==> config.mk <==
export PLATFORM = sky130hd
export DESIGN_NAME = seg7_scan_ctrl
export DESIGN_NICKNAME = d
export VERILOG_FILES = /design/src/rtl/seg7_pkg.sv /design/src/rtl/seg7_hex_decoder.sv /design/src/rtl/seg7_scan_ctrl.sv
export SDC_FILE = /design/constraint.sdc
export NUM_CORES = 1
export LEC_CHECK = 0
export BUFFER_PORTS_ARGS = -buffer_cell sky130_fd_sc_hd__buf_2
export CORE_UTILIZATION = 35
export DETAILED_ROUTE_END_ITERATION = 10
export GPL_TIMING_DRIVEN = 0
export PLACE_DENSITY = 0.6
export SKIP_CTS_REPAIR_TIMING = 1
export SYNTH_ARGS = -nofsm -noshare
export SYNTH_HDL_FRONTEND = slang
export SYNTH_SLANG_ARGS = --single-unit
==> constraint.sdc <==
create_clock -name cpu_clk -period 8.7 [get_ports cpu_clk]
set_input_delay 1.74 -clock cpu_clk [delete_from_list [all_inputs] [get_ports cpu_clk]]
set_output_delay 1.74 -clock cpu_clk [all_outputs]
set_load 0.005 [all_outputs]
==> src/rtl/seg7_pkg.sv <==
// -----------------------------------------------------------------------------
// seg7_pkg
// Shared definitions for the 7-segment scan controller:
//   - register selector (addr[2]): DATA / CTRL
//   - CTRL field bit positions
//   - active-low hex segment patterns {G,F,E,D,C,B,A}
// -----------------------------------------------------------------------------
package seg7_pkg;

    typedef enum logic {
        REG_DATA = 1'b0,
        REG_CTRL = 1'b1
    } reg_sel_e;

    // CTRL register layout
    localparam int CTRL_EN_LSB    = 0;   // [7:0]  digit enable mask
    localparam int CTRL_DP_LSB    = 8;   // [15:8] decimal-point mask
    localparam int CTRL_BLANK_BIT = 16;  // blank all digits
    localparam int CTRL_BLINK_BIT = 17;  // blink enable

    // Active-low segment patterns for nibbles 0..F, bit order {G,F,E,D,C,B,A}
    localparam logic [6:0] HEX_PATTERNS [16] = '{
        7'h40, 7'h79, 7'h24, 7'h30,   // 0 1 2 3
        7'h19, 7'h12, 7'h02, 7'h78,   // 4 5 6 7
        7'h00, 7'h10, 7'h08, 7'h03,   // 8 9 A b
        7'h46, 7'h21, 7'h06, 7'h0E    // C d E F
    };

endpackage : seg7_pkg

==> src/rtl/seg7_hex_decoder.sv <==
// -----------------------------------------------------------------------------
// seg7_hex_decoder
// Combinational nibble to active-low 7-segment pattern.
// Ports:
//   nibble_i  [3:0]  hex digit value
//   seg_n_o   [6:0]  active-low segments {G,F,E,D,C,B,A}
// -----------------------------------------------------------------------------
module seg7_hex_decoder
    import seg7_pkg::*;
(
    input  logic [3:0] nibble_i,
    output logic [6:0] seg_n_o
);

    assign seg_n_o = HEX_PATTERNS[nibble_i];

endmodule : seg7_hex_decoder

==> src/rtl/seg7_scan_ctrl.sv <==
// -----------------------------------------------------------------------------
// seg7_scan_ctrl
// Bus-mapped, time-multiplexed 7-segment display controller.
// Holds a DATA register (one nibble per digit) and a CTRL register (enable
// mask, DP mask, blank-all, blink enable), scans NUM_DIGITS digits at
// SCAN_DIV clocks per slot and blinks every BLINK_FRAMES full frames.
// Ports:
//   cpu_clk          clock, all state on rising edge
//   cpu_rst          asynchronous active-high reset
//   addr   [11:0]    byte address, bit 2 selects DATA(0) / CTRL(1)
//   we     [3:0]     byte write enables, any nonzero value is a write
//   wdata  [31:0]    write data
//   rdata  [31:0]    combinational readback of the selected register
//   dig_en [N-1:0]   active-low digit selects (one-hot-low or all high)
//   seg    [7:0]     active-low {DP,G,F,E,D,C,B,A}
// -----------------------------------------------------------------------------
module seg7_scan_ctrl
    import seg7_pkg::*;
#(
    parameter int NUM_DIGITS   = 8,
    parameter int SCAN_DIV     = 100000,
    parameter int BLINK_FRAMES = 64
)
(
    input  logic                  cpu_clk,
    input  logic                  cpu_rst,
    input  logic [11:0]           addr,
    input  logic [3:0]            we,
    input  logic [31:0]           wdata,
    output logic [31:0]           rdata,
    output logic [NUM_DIGITS-1:0] dig_en,
    output logic [7:0]            seg
);

    localparam int DATA_W  = 4 * NUM_DIGITS;
    localparam int IDX_W   = (NUM_DIGITS > 1) ? $clog2(NUM_DIGITS) : 1;
    localparam int SCAN_W  = $clog2(SCAN_DIV);
    localparam int FRAME_W = (BLINK_FRAMES > 1) ? $clog2(BLINK_FRAMES) : 1;

    localparam logic [IDX_W-1:0]   IDX_LAST   = IDX_W'(NUM_DIGITS - 1);
    localparam logic [SCAN_W-1:0]  SCAN_LAST  = SCAN_W'(SCAN_DIV - 1);
    localparam logic [FRAME_W-1:0] FRAME_LAST = FRAME_W'(BLINK_FRAMES - 1);

    // Register file
    logic [NUM_DIGITS-1:0][3:0] data_q, data_d;
    logic [NUM_DIGITS-1:0]      en_q, en_d;
    logic [NUM_DIGITS-1:0]      dp_q, dp_d;
    logic                       blank_q, blank_d;
    logic                       blink_q, blink_d;

    // Scan / blink timing
    logic [SCAN_W-1:0]  scan_cnt_q, scan_cnt_d;
    logic [IDX_W-1:0]   idx_q, idx_d;
    logic [FRAME_W-1:0] frame_cnt_q, frame_cnt_d;
    logic               blink_ph_q, blink_ph_d;
    logic               scan_tick, idx_wrap, frame_wrap;

    // Registered outputs
    logic [NUM_DIGITS-1:0] dig_en_q, dig_en_d;
    logic [7:0]            seg_q, seg_d;

    // Bus side
    reg_sel_e    reg_sel;
    logic        wr_en;
    logic [31:0] data_rd, ctrl_rd, data_wr, ctrl_wr;
    logic [6:0]  hex_n;
    logic        dark;

    assign reg_sel = reg_sel_e'(addr[2]);
    assign wr_en   = |we;

    // 32-bit register images; unimplemented bits read as zero
    always_comb begin
        // NOTE: every always_comb output gets a default first so no path
        // leaves it unassigned and no latch is inferred.
        data_rd = 32'(data_q);
        ctrl_rd = '0;
        ctrl_rd[CTRL_EN_LSB +: NUM_DIGITS] = en_q;
        ctrl_rd[CTRL_DP_LSB +: NUM_DIGITS] = dp_q;
        ctrl_rd[CTRL_BLANK_BIT]            = blank_q;
        ctrl_rd[CTRL_BLINK_BIT]            = blink_q;
    end

    assign rdata = (reg_sel == REG_CTRL) ? ctrl_rd : data_rd;

    // Byte-enable merge onto the current image, then extract stored fields
    always_comb begin
        data_wr = data_rd;
        ctrl_wr = ctrl_rd;
        for (int i = 0; i < 4; i++) begin
            if (we[i]) begin
                data_wr[8*i +: 8] = wdata[8*i +: 8];
                ctrl_wr[8*i +: 8] = wdata[8*i +: 8];
            end
        end

        data_d  = data_q;
        en_d    = en_q;
        dp_d    = dp_q;
        blank_d = blank_q;
        blink_d = blink_q;
        if (wr_en && reg_sel == REG_DATA) begin
            data_d = data_wr[DATA_W-1:0];
        end
        if (wr_en && reg_sel == REG_CTRL) begin
            en_d    = ctrl_wr[CTRL_EN_LSB +: NUM_DIGITS];
            dp_d    = ctrl_wr[CTRL_DP_LSB +: NUM_DIGITS];
            blank_d = ctrl_wr[CTRL_BLANK_BIT];
            blink_d = ctrl_wr[CTRL_BLINK_BIT];
        end
    end

    // Slot, frame and blink-phase counters
    always_comb begin
        scan_tick  = (scan_cnt_q == SCAN_LAST);
        idx_wrap   = scan_tick && (idx_q == IDX_LAST);
        frame_wrap = idx_wrap && (frame_cnt_q == FRAME_LAST);

        scan_cnt_d = scan_tick ? '0 : scan_cnt_q + SCAN_W'(1);

        idx_d = idx_q;
        if (scan_tick) begin
            idx_d = idx_wrap ? '0 : idx_q + IDX_W'(1);
        end

        frame_cnt_d = frame_cnt_q;
        blink_ph_d  = blink_ph_q;
        if (idx_wrap) begin
            frame_cnt_d = frame_wrap ? '0 : frame_cnt_q + FRAME_W'(1);
            if (frame_wrap) begin
                blink_ph_d = ~blink_ph_q;
            end
        end

        // Turning blink off restarts the blink timing; this wins over a
        // frame wrap on the same edge.
        if (blink_q && !blink_d) begin
            frame_cnt_d = '0;
            blink_ph_d  = 1'b0;
        end
    end

    seg7_hex_decoder u_hex_decoder (
        .nibble_i (data_q[idx_q]),
        .seg_n_o  (hex_n)
    );

    // Dark slots still occupy their time so brightness stays uniform
    always_comb begin
        dark     = !en_q[idx_q] || blank_q || (blink_q && blink_ph_q);
        dig_en_d = '1;
        seg_d    = 8'hFF;
        if (!dark) begin
            dig_en_d[idx_q] = 1'b0;
            seg_d           = {~dp_q[idx_q], hex_n};
        end
    end

    // NOTE: sequential state uses non-blocking (<=) so every flop samples
    // the pre-edge values regardless of statement order.
    always_ff @(posedge cpu_clk or posedge cpu_rst) begin
        if (cpu_rst) begin
            data_q      <= '0;
            en_q        <= '1;
            dp_q        <= '0;
            blank_q     <= 1'b0;
            blink_q     <= 1'b0;
            scan_cnt_q  <= '0;
            idx_q       <= '0;
            frame_cnt_q <= '0;
            blink_ph_q  <= 1'b0;
            dig_en_q    <= '1;
            seg_q       <= 8'hFF;
        end else begin
            data_q      <= data_d;
            en_q        <= en_d;
            dp_q        <= dp_d;
            blank_q     <= blank_d;
            blink_q     <= blink_d;
            scan_cnt_q  <= scan_cnt_d;
            idx_q       <= idx_d;
            frame_cnt_q <= frame_cnt_d;
            blink_ph_q  <= blink_ph_d;
            dig_en_q    <= dig_en_d;
            seg_q       <= seg_d;
        end
    end

    assign dig_en = dig_en_q;
    assign seg    = seg_q;

    // Address bits other than [2] and CTRL bits above blink are don't-care
    logic unused_bits;
    assign unused_bits = ^{addr[11:3], addr[1:0], ctrl_wr[31:18]};

endmodule : seg7_scan_ctrl

==> results.rst, run 1 <==
.. list-table::
   :header-rows: 1

   * - Metric
     - Value
   * - Run status
     - completed
   * - Antenna violations before repair
     - 0
   * - # diodes
     - 0
   * - Mean routed wirelength per cell
     - 16.54 um
   * - Mean area per synthesized cell
     - 12.22 sq um
   * - Post-synthesis cell type with the largest combined area
     - sky130_fd_sc_hd__dfrtp_1
   * - Post-route setup TNS
     - 0 ns
   * - Final-layout worst hold slack
     - 0.4843 ns
   * - Horizontal die dimension
     - 118.4 um
   * - Clock transition at the registers of the reported paths
     - 0.06 ns
   * - Placeable core region
     - 13240 sq um
   * - Total Nets Final
     - 546
   * - Pwr/cell area
     - 194.7 nW/um^2
   * - Sequential fraction of the synthesis area
     - 0.4974
   * - Site row count
     - 42
   * - Proportion of register bits with asynchronous set or reset after synthesis
     - 1.000
   * - Number of slew-limit violations in the final report
     - 0
   * - Ratio of final minimum period to clock period
     - 0.6010
   * - Flops & latches, synth
     - 93
   * - Fill count
     - 1275
   * - Post-route antenna net violation count
     - 0
   * - Slew margin rel.
     - 0.5407
   * - Maxcap violations
     - 0
   * - Clock latency of the later-clocked register in the worst-skew pair
     - 0.35 ns
   * - Remaining Overflow, GRT
     - 0
   * - Total clock sinks
     - 93
   * - Synth unique cells
     - 52
   * - F_max
     - 191.2 MHz
   * - Post-synth EDFFs
     - 0
   * - Synthesized netlist net count
     - 448
   * - Buffers on Ports
     - 86
   * - Unrepaired setup endpoints after global routing
     - no
   * - Category of the most critical setup path
     - in -> out
   * - Area growth from synthesis to layout
     - 21.22%
   * - Worst path required time
     - 6.96 ns
   * - Layout cell share with drive strength beyond 1
     - 0.4603
   * - Final hold violation count
     - 0
   * - Final routed DRC violation total
     - 0
   * - Area share of the largest cell type after synthesis
     - 0.3643
   * - Largest cells by area after synthesis
     - sky130_fd_sc_hd__dfrtp_1, sky130_fd_sc_hd__mux2_2, sky130_fd_sc_hd__dfstp_2, sky130_fd_sc_hd__nor2b_1, sky130_fd_sc_hd__ha_1
   * - Final count of negative-setup-slack endpoints
     - 0
   * - Gp weighted congestion
     - 0.8107
   * - FF-to-FF setup slack
     - 5.85 ns
   * - Number of vias after detailed routing
     - 3325
   * - Drt pass-1 iters
     - 4
   * - Top-Level Pins
     - 98
   * - Arrival time at the worst endpoint
     - 3.49 ns
   * - Worst IR Drop VDD
     - 0.1038 mV
   * - Sort of element at the end of the critical path
     - primary output
   * - H-tree levels
     - 3
   * - Flip-flop cell with the highest count after synthesis
     - sky130_fd_sc_hd__dfrtp_1
   * - CP max FO
     - 10
   * - Iteration-0 DRC count of the detailed router
     - 139
   * - Synthesis Warnings
     - 0
   * - Clock Tree Root
     - sky130_fd_sc_hd__clkbuf_16
   * - Starting utilization of the core area
     - 0.3579
   * - Post-detailed-route via-to-cell ratio
     - 4.985
   * - Via count of the first global-routing pass
     - 3521
   * - Post-Synthesis Cells
     - 388
   * - Reported leakage power
     - 2.444 nW
   * - Die height
     - 118.4 um
   * - Maximum number of pins on one net before global-route repair
     - 72
   * - TritonCTS clock tree
     - built
   * - Least-Margin Pin Slew
     - 0.6890 ns
   * - Worst Clk Skew
     - 0.006931 ns
   * - Utilization after layout
     - 0.4339
   * - First-pass GRT wire length
     - 18240 um
   * - Overall track demand over capacity in global routing
     - 0.1692
   * - Final routed wirelength across all metal layers
     - 11040 um
   * - Final Critical Period
     - 5.229 ns
   * - Die area
     - 14010 sq um
   * - Cell area after technology mapping
     - 4740 sq um
   * - Maximum buffer depth of the clock tree
     - 2
   * - Hold Path Class
     - reg -> reg
   * - Element type at the critical path start
     - input pin
   * - Detailed placement HPWL
     - 8121 um
   * - Cts bufs inserted
     - 9
[cell families after synthesis]
group | count (synthesis) | synth area share
adder cells (fa/ha/maj) | 10 | 0.02640
flip-flops | 93 | 0.4974
multiplexers | 92 | 0.2302
AO/OA/AOI/OAI | 35 | 0.05228
buffers and inverters | 26 | 0.02746
XOR/XNOR | 16 | 0.02957
AND/OR/NAND/NOR | 116 | 0.1367
[sequential cells by signal, summed over array words and instances (netlist names)]
name         cells
data_q          32
scan_cnt_q      17
dig_en           8
dp_q             8
en_q             8
seg              8
frame_cnt_q      6
idx_q            3
blank_q          1
blink_ph_q       1
blink_q          1
[Yosys cell counts (3+ instances only)]
| library cell | n |
|---|---|
| sky130_fd_sc_hd__mux2_2 | 76 |
| sky130_fd_sc_hd__dfrtp_1 | 69 |
| sky130_fd_sc_hd__dfstp_2 | 24 |
| sky130_fd_sc_hd__nand2_1 | 24 |
| sky130_fd_sc_hd__nor2b_1 | 21 |
| sky130_fd_sc_hd__nor2_1 | 17 |
| sky130_fd_sc_hd__nand3_1 | 11 |
| sky130_fd_sc_hd__ha_1 | 10 |
| sky130_fd_sc_hd__mux2i_1 | 10 |
| sky130_fd_sc_hd__inv_1 | 9 |
| sky130_fd_sc_hd__clkbuf_1 | 8 |
| sky130_fd_sc_hd__o21ai_0 | 8 |
| sky130_fd_sc_hd__or3_1 | 8 |
| sky130_fd_sc_hd__xnor2_1 | 8 |
| sky130_fd_sc_hd__xor2_1 | 8 |
| sky130_fd_sc_hd__a21oi_1 | 7 |
| sky130_fd_sc_hd__mux4_2 | 5 |
| sky130_fd_sc_hd__nand4_1 | 5 |
| sky130_fd_sc_hd__and3_1 | 4 |
| sky130_fd_sc_hd__buf_2 | 4 |
| sky130_fd_sc_hd__nand3_2 | 3 |
| sky130_fd_sc_hd__nor3_1 | 3 |
| sky130_fd_sc_hd__nor3b_1 | 3 |
| sky130_fd_sc_hd__o221ai_1 | 3 |
| sky130_fd_sc_hd__o22ai_1 | 3 |
[critical path, cell delays in order]
cell                       delay [ns]
sky130_fd_sc_hd__buf_2           0.16
sky130_fd_sc_hd__buf_1           0.44
sky130_fd_sc_hd__clkbuf_1        0.59
sky130_fd_sc_hd__mux2_2          0.42
sky130_fd_sc_hd__buf_2           0.13
[report_power, final]
group          leakage (nW)  switching (W)  internal [W]  total, W
Sequential             1.11      0.0000307      0.000484  0.000514
Clock                 0.158       0.000165      0.000259  0.000424
Combinational          1.18      0.0000835     0.0000963  0.000180
Total                  2.44       0.000279      0.000839   0.00112
[routing by layer]
layer / wire length (um) / track usage / vias to the layer above
met5: 0 / 0 / -
met4: 305 / 0.08149 / 0
met3: 530 / 0.03716 / 22
met2: 5022 / 0.2603 / 88
met1: 5176 / 0.2263 / 1634
li1: - / - / 1581
[final timing paths]
kind	from	endpoint	depth (start not counted)
max	addr[2]	rdata[9]	5
min	scan_cnt_q[0]	scan_cnt_q[0]	1
max reg2reg	idx_q[0]	seg[3]	11
min reg2reg	scan_cnt_q[0]	scan_cnt_q[0]	1
max in group asynchronous	cpu_rst	en_q[4]	3
min in group asynchronous	cpu_rst	data_q[26]	2
[cell usage in the layout (no fill, tap or decap), types with 4 or more instances in the layout]
| master | n |
|---|---|
| sky130_fd_sc_hd__a21oi_1 | 7 |
| sky130_fd_sc_hd__and3_1 | 4 |
| sky130_fd_sc_hd__buf_2 | 90 |
| sky130_fd_sc_hd__clkbuf_1 | 8 |
| sky130_fd_sc_hd__clkbuf_16 | 9 |
| sky130_fd_sc_hd__dfrtp_1 | 69 |
| sky130_fd_sc_hd__dfstp_2 | 24 |
| sky130_fd_sc_hd__ha_1 | 10 |
| sky130_fd_sc_hd__inv_1 | 8 |
| sky130_fd_sc_hd__mux2_2 | 76 |
| sky130_fd_sc_hd__mux2i_1 | 10 |
| sky130_fd_sc_hd__mux4_2 | 5 |
| sky130_fd_sc_hd__nand2_1 | 24 |
| sky130_fd_sc_hd__nand3_1 | 11 |
| sky130_fd_sc_hd__nand4_1 | 5 |
| sky130_fd_sc_hd__nor2_1 | 17 |
| sky130_fd_sc_hd__nor2b_1 | 21 |
| sky130_fd_sc_hd__o21ai_0 | 8 |
| sky130_fd_sc_hd__or3_1 | 8 |
| sky130_fd_sc_hd__xnor2_1 | 8 |
| sky130_fd_sc_hd__xor2_1 | 8 |
[layout make-up]
cell class	count	area [sq um]	area share
plain buffers	17	96.34	0.01677
clock buffers	10	239.0	0.04159
clock inverters	6	86.33	0.01503
inverters	9	36.28	0.006315
multi-input cells	269	2252	0.3920
flip-flops and latches	93	2357	0.4103
well taps	176	220.2	0.03833
repair buffers	87	457.9	0.07970
[stage by stage]
stage | power [W] | setup slack (ns) | area [sq um] | cells
final | 0.001118 | 3.471 | 5746 | 667
after global routing | 0.001171 | 3.380 | 5746 | 667
after CTS | 0.001134 | 3.459 | 5746 | 667
after detailed placement | 0.0007030 | 3.457 | 5420 | 651
after global placement | 0.0006955 | 3.413 | 5390 | 650
after floorplan | 0.0006277 | 4.214 | 4740 | 388
Power figures use the tool's default switching activity.
==> inputs of run 2 (changes only) <==
- PLACE_DENSITY: 0.6 -> 0.62
- clock period: 8.7 -> 4.4 ns (I/O delays scaled with it)
==> run 2 against run 1 <==
Sequential share of layout area up 0.17 points. Global-route usage up 0.12 points. Combinational power up 98%. Highest routed layer unchanged.
==> results.rst, run 2 (synthesis results as in run 1) <==
.. list-table::
   :header-rows: 1

   * - Metric
     - Value
   * - Run status
     - completed
   * - Total Nets Final
     - 546
   * - Worst IR Drop VDD
     - 0.2407 mV
   * - Maximum buffer depth of the clock tree
     - 2
   * - Element type at the critical path start
     - input pin
   * - Post-route antenna net violation count
     - 0
   * - Gp weighted congestion
     - 0.7800
   * - Number of slew-limit violations in the final report
     - 0
   * - Mean routed wirelength per cell
     - 16.68 um
   * - Post-detailed-route via-to-cell ratio
     - 5.007
   * - Cells on worst reg2reg path
     - 10
   * - Iteration-0 DRC count of the detailed router
     - 152
   * - Overall track demand over capacity in global routing
     - 0.1704
   * - Arrival time at the worst endpoint
     - 2.57 ns
   * - Clock Tree Root
     - sky130_fd_sc_hd__clkbuf_16
   * - Via count of the first global-routing pass
     - 3414
   * - Cts bufs inserted
     - 9
   * - # diodes
     - 0
   * - Final routed DRC violation total
     - 0
   * - Crit path launch
     - addr[2]
   * - Clock transition at the registers of the reported paths
     - 0.07 ns
   * - Endpoint of the most critical register-to-register path
     - seg[3]
   * - Starting utilization of the core area
     - 0.3579
   * - Final-layout worst hold slack
     - 0.4763 ns
   * - Worst reg2reg startpoint
     - idx_q[1]
   * - Maxcap violations
     - 0
   * - Antenna violations before repair
     - 0
   * - Area growth from synthesis to layout
     - 20.72%
   * - FF-to-FF setup slack
     - 1.55 ns
   * - Leading cell type in the layout, fill and taps excluded
     - sky130_fd_sc_hd__buf_2
   * - Maximum number of pins on one net before global-route repair
     - 75
   * - Horizontal die dimension
     - 118.4 um
   * - Layout cell share with drive strength beyond 1
     - 0.4582
   * - Die area
     - 14010 sq um
   * - Total clock sinks
     - 93
   * - Worst path required time
     - 3.52 ns
   * - Reg with most FFs
     - data_q
   * - Least-Margin Pin Slew
     - 0.6859 ns
   * - Largest register FFs
     - 32
   * - Ratio of final minimum period to clock period
     - 0.7847
   * - Site row count
     - 42
   * - Reported leakage power
     - 2.428 nW
   * - Worst Clk Skew
     - 0.008760 ns
   * - Max stage delay on crit path
     - 0.59 ns
   * - Placeable core region
     - 13240 sq um
   * - Category of the most critical setup path
     - in -> out
   * - Final hold violation count
     - 0
   * - Final count of negative-setup-slack endpoints
     - 0
   * - Slowest CP cell
     - sky130_fd_sc_hd__clkbuf_1
   * - Hold Path Class
     - in -> async
   * - Cells traversed along the worst timing path
     - buf_2 -> buf_1 -> clkbuf_1 -> mux2_2 -> buf_2
   * - Buffers on Ports
     - 86
   * - Die height
     - 118.4 um
   * - Clock latency of the later-clocked register in the worst-skew pair
     - 0.35 ns
   * - F_max
     - 289.6 MHz
   * - Total power
     - 0.002159 W
   * - Remaining Overflow, GRT
     - 0
   * - Cell occurring most often along the worst timing path
     - sky130_fd_sc_hd__buf_2
   * - Pwr/cell area
     - 377.3 nW/um^2
   * - Top-Level Pins
     - 98
   * - Biggest regs
     - data_q (32), scan_cnt_q (17)
   * - Sort of element at the end of the critical path
     - primary output
   * - CP max FO
     - 10
   * - Slew margin rel.
     - 0.5427
   * - H-tree levels
     - 3
   * - TritonCTS clock tree
     - built
   * - Number of vias after detailed routing
     - 3340
   * - First-pass GRT wire length
     - 18170 um
   * - Drt pass-1 iters
     - 4
   * - Detailed placement HPWL
     - 8385 um
   * - Final routed wirelength across all metal layers
     - 11120 um
   * - Post-route setup TNS
     - 0 ns
   * - Unrepaired setup endpoints after global routing
     - no
   * - Most used cells in the layout excluding fill and tap cells
     - sky130_fd_sc_hd__buf_2, sky130_fd_sc_hd__mux2_2, sky130_fd_sc_hd__dfrtp_1
   * - Final Critical Period
     - 3.453 ns
==> run 2: how the worst max path moves through the flow <==
stage / endpoint / slack [ns] / cells past startpoint
after floorplan: blank_q / 1.14 / 1
after global placement: data_q[23] / 0.07 / 2
after detailed placement: rdata[4] / 0.95 / 5
after CTS: rdata[4] / 0.94 / 5
after global routing: rdata[8] / 0.84 / 5
final: rdata[4] / 0.95 / 5
==> run 2: metrics by stage <==
step	setup WS [ns]	instances	instance area [sq um]	util
after global routing	0.8439	667	5722	0.4321
after global placement	0.07071	650	5390	0.4070
after CTS	0.9376	667	5722	0.4321
after floorplan	1.139	388	4740	-
after detailed placement	0.9450	651	5420	0.4093
final	0.9472	667	5722	0.4321
==> run 2: power by group <==
part / switching [W] / internal [W] / total [W]
Combinational: 0.000165 / 0.000190 / 0.000356
Sequential: 0.0000618 / 0.000957 / 0.00102
Clock: 0.000328 / 0.000457 / 0.000785
==> run 2: worst max-delay path: cells and delay by family <==
family,cells,cell delay (ns)
buffers and inverters,4,1.27
muxes,1,0.43
==> run 2: layer usage <==
layer	up-vias	part of all wire	track usage	wire length [um]
met5	-	0	0	0
met4	0	0.020	0.06725	223
met3	16	0.049	0.04633	549
met2	77	0.48	0.2772	5358
met1	1662	0.45	0.2153	4992
li1	1585	-	-	-
==> run 2: area by class of cell <==
cell class	count	area [sq um]
buffer	17	96.34
clock buffer	11	242.7
clock inverter	5	58.81
fill	1273	7521
inverter	9	36.28
multi-input combinational	269	2252
sequential	93	2357
tap	176	220.2
timing repair buffer	87	457.9
==> inputs of run 3 (changes only) <==
- ABC_AREA: not set -> 1
- PLACE_DENSITY: 0.62 -> 0.6
- clock period: 4.4 -> 3.18 ns (I/O delays scaled with it)
==> run 3 against run 2 <==
Clock skew grew 0.0032 ns. Critical path type unchanged. Highest routed layer unchanged. Critical endpoint is now rdata[17]. Sequential cell count is the same. Clock-buffer cell count shrank 1. Sequential power grew 35%.
==> results.rst, run 3 <==
.. list-table::
   :header-rows: 1

   * - Metric
     - Value
   * - Largest cells by area after synthesis
     - sky130_fd_sc_hd__dfrtp_1, sky130_fd_sc_hd__nand2_1, sky130_fd_sc_hd__dfstp_2, sky130_fd_sc_hd__inv_1, sky130_fd_sc_hd__o21ai_0
   * - Worst reg2reg startpoint
     - idx_q[0]
   * - Die height
     - 122 um
   * - Hold Path Class
     - in -> async
   * - Final routed wirelength across all metal layers
     - 12800 um
   * - Maximum number of pins on one net before global-route repair
     - 54
   * - Maxcap violations
     - 0
   * - Area share of the largest cell type after synthesis
     - 0.3426
   * - H-tree levels
     - 3
   * - Buffers on Ports
     - 86
   * - TritonCTS clock tree
     - built
   * - Number of slew-limit violations in the final report
     - 0
   * - Utilization after layout
     - 0.4308
   * - Crit path launch
     - addr[2]
   * - Post-detailed-route via-to-cell ratio
     - 4.730
   * - Mean routed wirelength per cell
     - 13.54 um
   * - Endpoint of the most critical register-to-register path
     - seg[0]
   * - Sort of element at the end of the critical path
     - primary output
   * - Proportion of register bits with asynchronous set or reset after synthesis
     - 1.000
   * - Element type at the critical path start
     - input pin
   * - Synthesized netlist net count
     - 722
   * - Overall track demand over capacity in global routing
     - 0.1860
   * - Least-Margin Pin Slew
     - 0.6744 ns
   * - Final count of negative-setup-slack endpoints
     - 0
   * - CP max FO
     - 10
   * - Remaining Overflow, GRT
     - 0
   * - Worst path required time
     - 2.54 ns
   * - # diodes
     - 0
   * - CP endpoint
     - rdata[17]
   * - Synth unique cells
     - 35
   * - Clock latency of the later-clocked register in the worst-skew pair
     - 0.36 ns
   * - Post-route setup TNS
     - 0 ns
   * - Worst Clk Skew
     - 0.01194 ns
   * - Drt pass-1 iters
     - 5
   * - Placeable core region
     - 13990 sq um
   * - Horizontal die dimension
     - 122 um
   * - Clock Tree Root
     - sky130_fd_sc_hd__clkbuf_16
   * - FF-to-FF setup slack
     - 1.09 ns
   * - Mean area per synthesized cell
     - 7.613 sq um
   * - Final Critical Period
     - 2.742 ns
   * - Layout cell share with drive strength beyond 1
     - 0.2288
   * - Area growth from synthesis to layout
     - 19.56%
   * - Flops & latches, synth
     - 93
   * - Run status
     - completed
   * - Iteration-0 DRC count of the detailed router
     - 347
   * - Cell area after technology mapping
     - 5040 sq um
   * - Biggest regs
     - data_q (32), scan_cnt_q (17)
   * - Cell with the most instances after synthesis
     - sky130_fd_sc_hd__nand2_1
   * - F_max
     - 364.7 MHz
   * - Total Nets Final
     - 820
   * - Reg with most FFs
     - data_q
   * - Site row count
     - 43
   * - Starting utilization of the core area
     - 0.3603
   * - Gp weighted congestion
     - 0.7927
   * - Clock transition at the registers of the reported paths
     - 0.07 ns
   * - Placed cell areas
     - 5718 sq um
   * - Slew margin rel.
     - 0.5504
   * - Antenna violations before repair
     - 0
   * - Top-Level Pins
     - 98
   * - Reported leakage power
     - 3.116 nW
   * - Commonest cells in the synthesized netlist
     - sky130_fd_sc_hd__nand2_1, sky130_fd_sc_hd__inv_1, sky130_fd_sc_hd__dfrtp_1, sky130_fd_sc_hd__nor2_1, sky130_fd_sc_hd__o21ai_0
   * - Post-Synthesis Cells
     - 662
   * - Post-synthesis cell type with the largest combined area
     - sky130_fd_sc_hd__dfrtp_1
   * - First-pass GRT wire length
     - 21080 um
   * - Largest register FFs
     - 32
   * - Worst IR Drop VDD
     - 0.2776 mV
   * - Leading cell type in the layout, fill and taps excluded
     - sky130_fd_sc_hd__nand2_1
   * - Final routed DRC violation total
     - 0
   * - Pwr/cell area
     - 491.2 nW/um^2
   * - Post-synth EDFFs
     - 0
   * - Category of the most critical setup path
     - in -> out
   * - Detailed placement HPWL
     - 9454 um
   * - Sequential fraction of the synthesis area
     - 0.4677
   * - Most used cells in the layout excluding fill and tap cells
     - sky130_fd_sc_hd__nand2_1, sky130_fd_sc_hd__buf_2, sky130_fd_sc_hd__inv_1
   * - Via count of the first global-routing pass
     - 4183
   * - Arrival time at the worst endpoint
     - 2.11 ns
   * - Ratio of final minimum period to clock period
     - 0.8623
   * - Fill count
     - 1437
   * - Flip-flop cell with the highest count after synthesis
     - sky130_fd_sc_hd__dfrtp_1
   * - Cts bufs inserted
     - 9
   * - Unrepaired setup endpoints after global routing
     - no
   * - Cells on worst reg2reg path
     - 13
   * - Post-route antenna net violation count
     - 0
   * - Total clock sinks
     - 93
   * - Maximum buffer depth of the clock tree
     - 2
   * - Cell area after layout
     - 6026 sq um
   * - Number of vias after detailed routing
     - 4470
   * - Final hold violation count
     - 0
   * - Die area
     - 14880 sq um
   * - Synthesis Warnings
     - 0
==> run 3: layout make-up <==
| class | count | area (sq um) | share of cell area |
|---|---|---|---|
| repair buffers | 87 | 450.4 | 0.07475 |
| inverters | 79 | 306.5 | 0.05087 |
| flip-flops and latches | 93 | 2357 | 0.3912 |
| multi-input cells | 467 | 2226 | 0.3694 |
| plain buffers | 23 | 152.6 | 0.02533 |
| well taps | 180 | 225.2 | 0.03738 |
| clock buffers | 10 | 239.0 | 0.03966 |
| clock inverters | 6 | 68.82 | 0.01142 |
==> run 3: cells by family (layout without fill, tap and decap cells) <==
family | Yosys count | count (layout) | share of synthesized area
AOI/OAI and AO/OA | 81 | 81 | 0.08268
xor gates and xnor gates | 10 | 10 | 0.01738
adders and majority gates | 10 | 10 | 0.02483
buffers and inverters | 102 | 205 | 0.09062
DFF | 93 | 93 | 0.4677
and+or+nand+nor | 366 | 366 | 0.3168
==> run 3: where the power goes <==
group	switching, W	leakage (nW)	internal [W]	total [W]
combinational	0.000291	1.86	0.000178	0.000469
clock	0.000478	0.149	0.000636	0.00111
sequential	0.0000709	1.11	0.00131	0.00138
total	0.000840	3.12	0.00212	0.00296
==> run 3: metrics by stage <==
step                power (W)  hold WS, ns  setup slack [ns]  instances
global route         0.003120       0.4426            0.2663        945
CTS                  0.002993       0.4195            0.4236        945
detailed placement   0.001868       0.4653            0.4008        929
global placement     0.001860       0.4544            -1.103        928
floorplan            0.001673       0.4298            0.1634        662
finish               0.002960       0.3883            0.4380        945
==> run 3: how the worst min path moves through the flow <==
stage / start / to / slack, ns / cells after the start
2_1_floorplan: scan_cnt_q[0] / scan_cnt_q[0] / 0.43 / 1
3_3_place_gp: scan_cnt_q[0] / scan_cnt_q[0] / 0.45 / 1
3_5_place_dp: scan_cnt_q[0] / scan_cnt_q[0] / 0.47 / 1
4_1_cts: cpu_rst / scan_cnt_q[10] / 0.42 / 2
5_1_grt: cpu_rst / data_q[16] / 0.44 / 2
6_report: cpu_rst / data_q[16] / 0.39 / 2
==> run 3: critical path, stage by stage <==
cell	delay (ns)
sky130_fd_sc_hd__buf_2	0.13
sky130_fd_sc_hd__clkbuf_1	0.41
sky130_fd_sc_hd__clkbuf_1	0.51
sky130_fd_sc_hd__nand2_1	0.08
sky130_fd_sc_hd__o21ai_0	0.14
sky130_fd_sc_hd__buf_2	0.18
==> run 3: metal layers <==
layer / track usage / vias to the layer above / wire length, um
met2: 0.2934 / 110 / 5947
li1: - / 2281 / -
met3: 0.04963 / 10 / 607
met5: 0 / - / 0
met4: 0.04707 / 0 / 128
met1: 0.2515 / 2069 / 6112
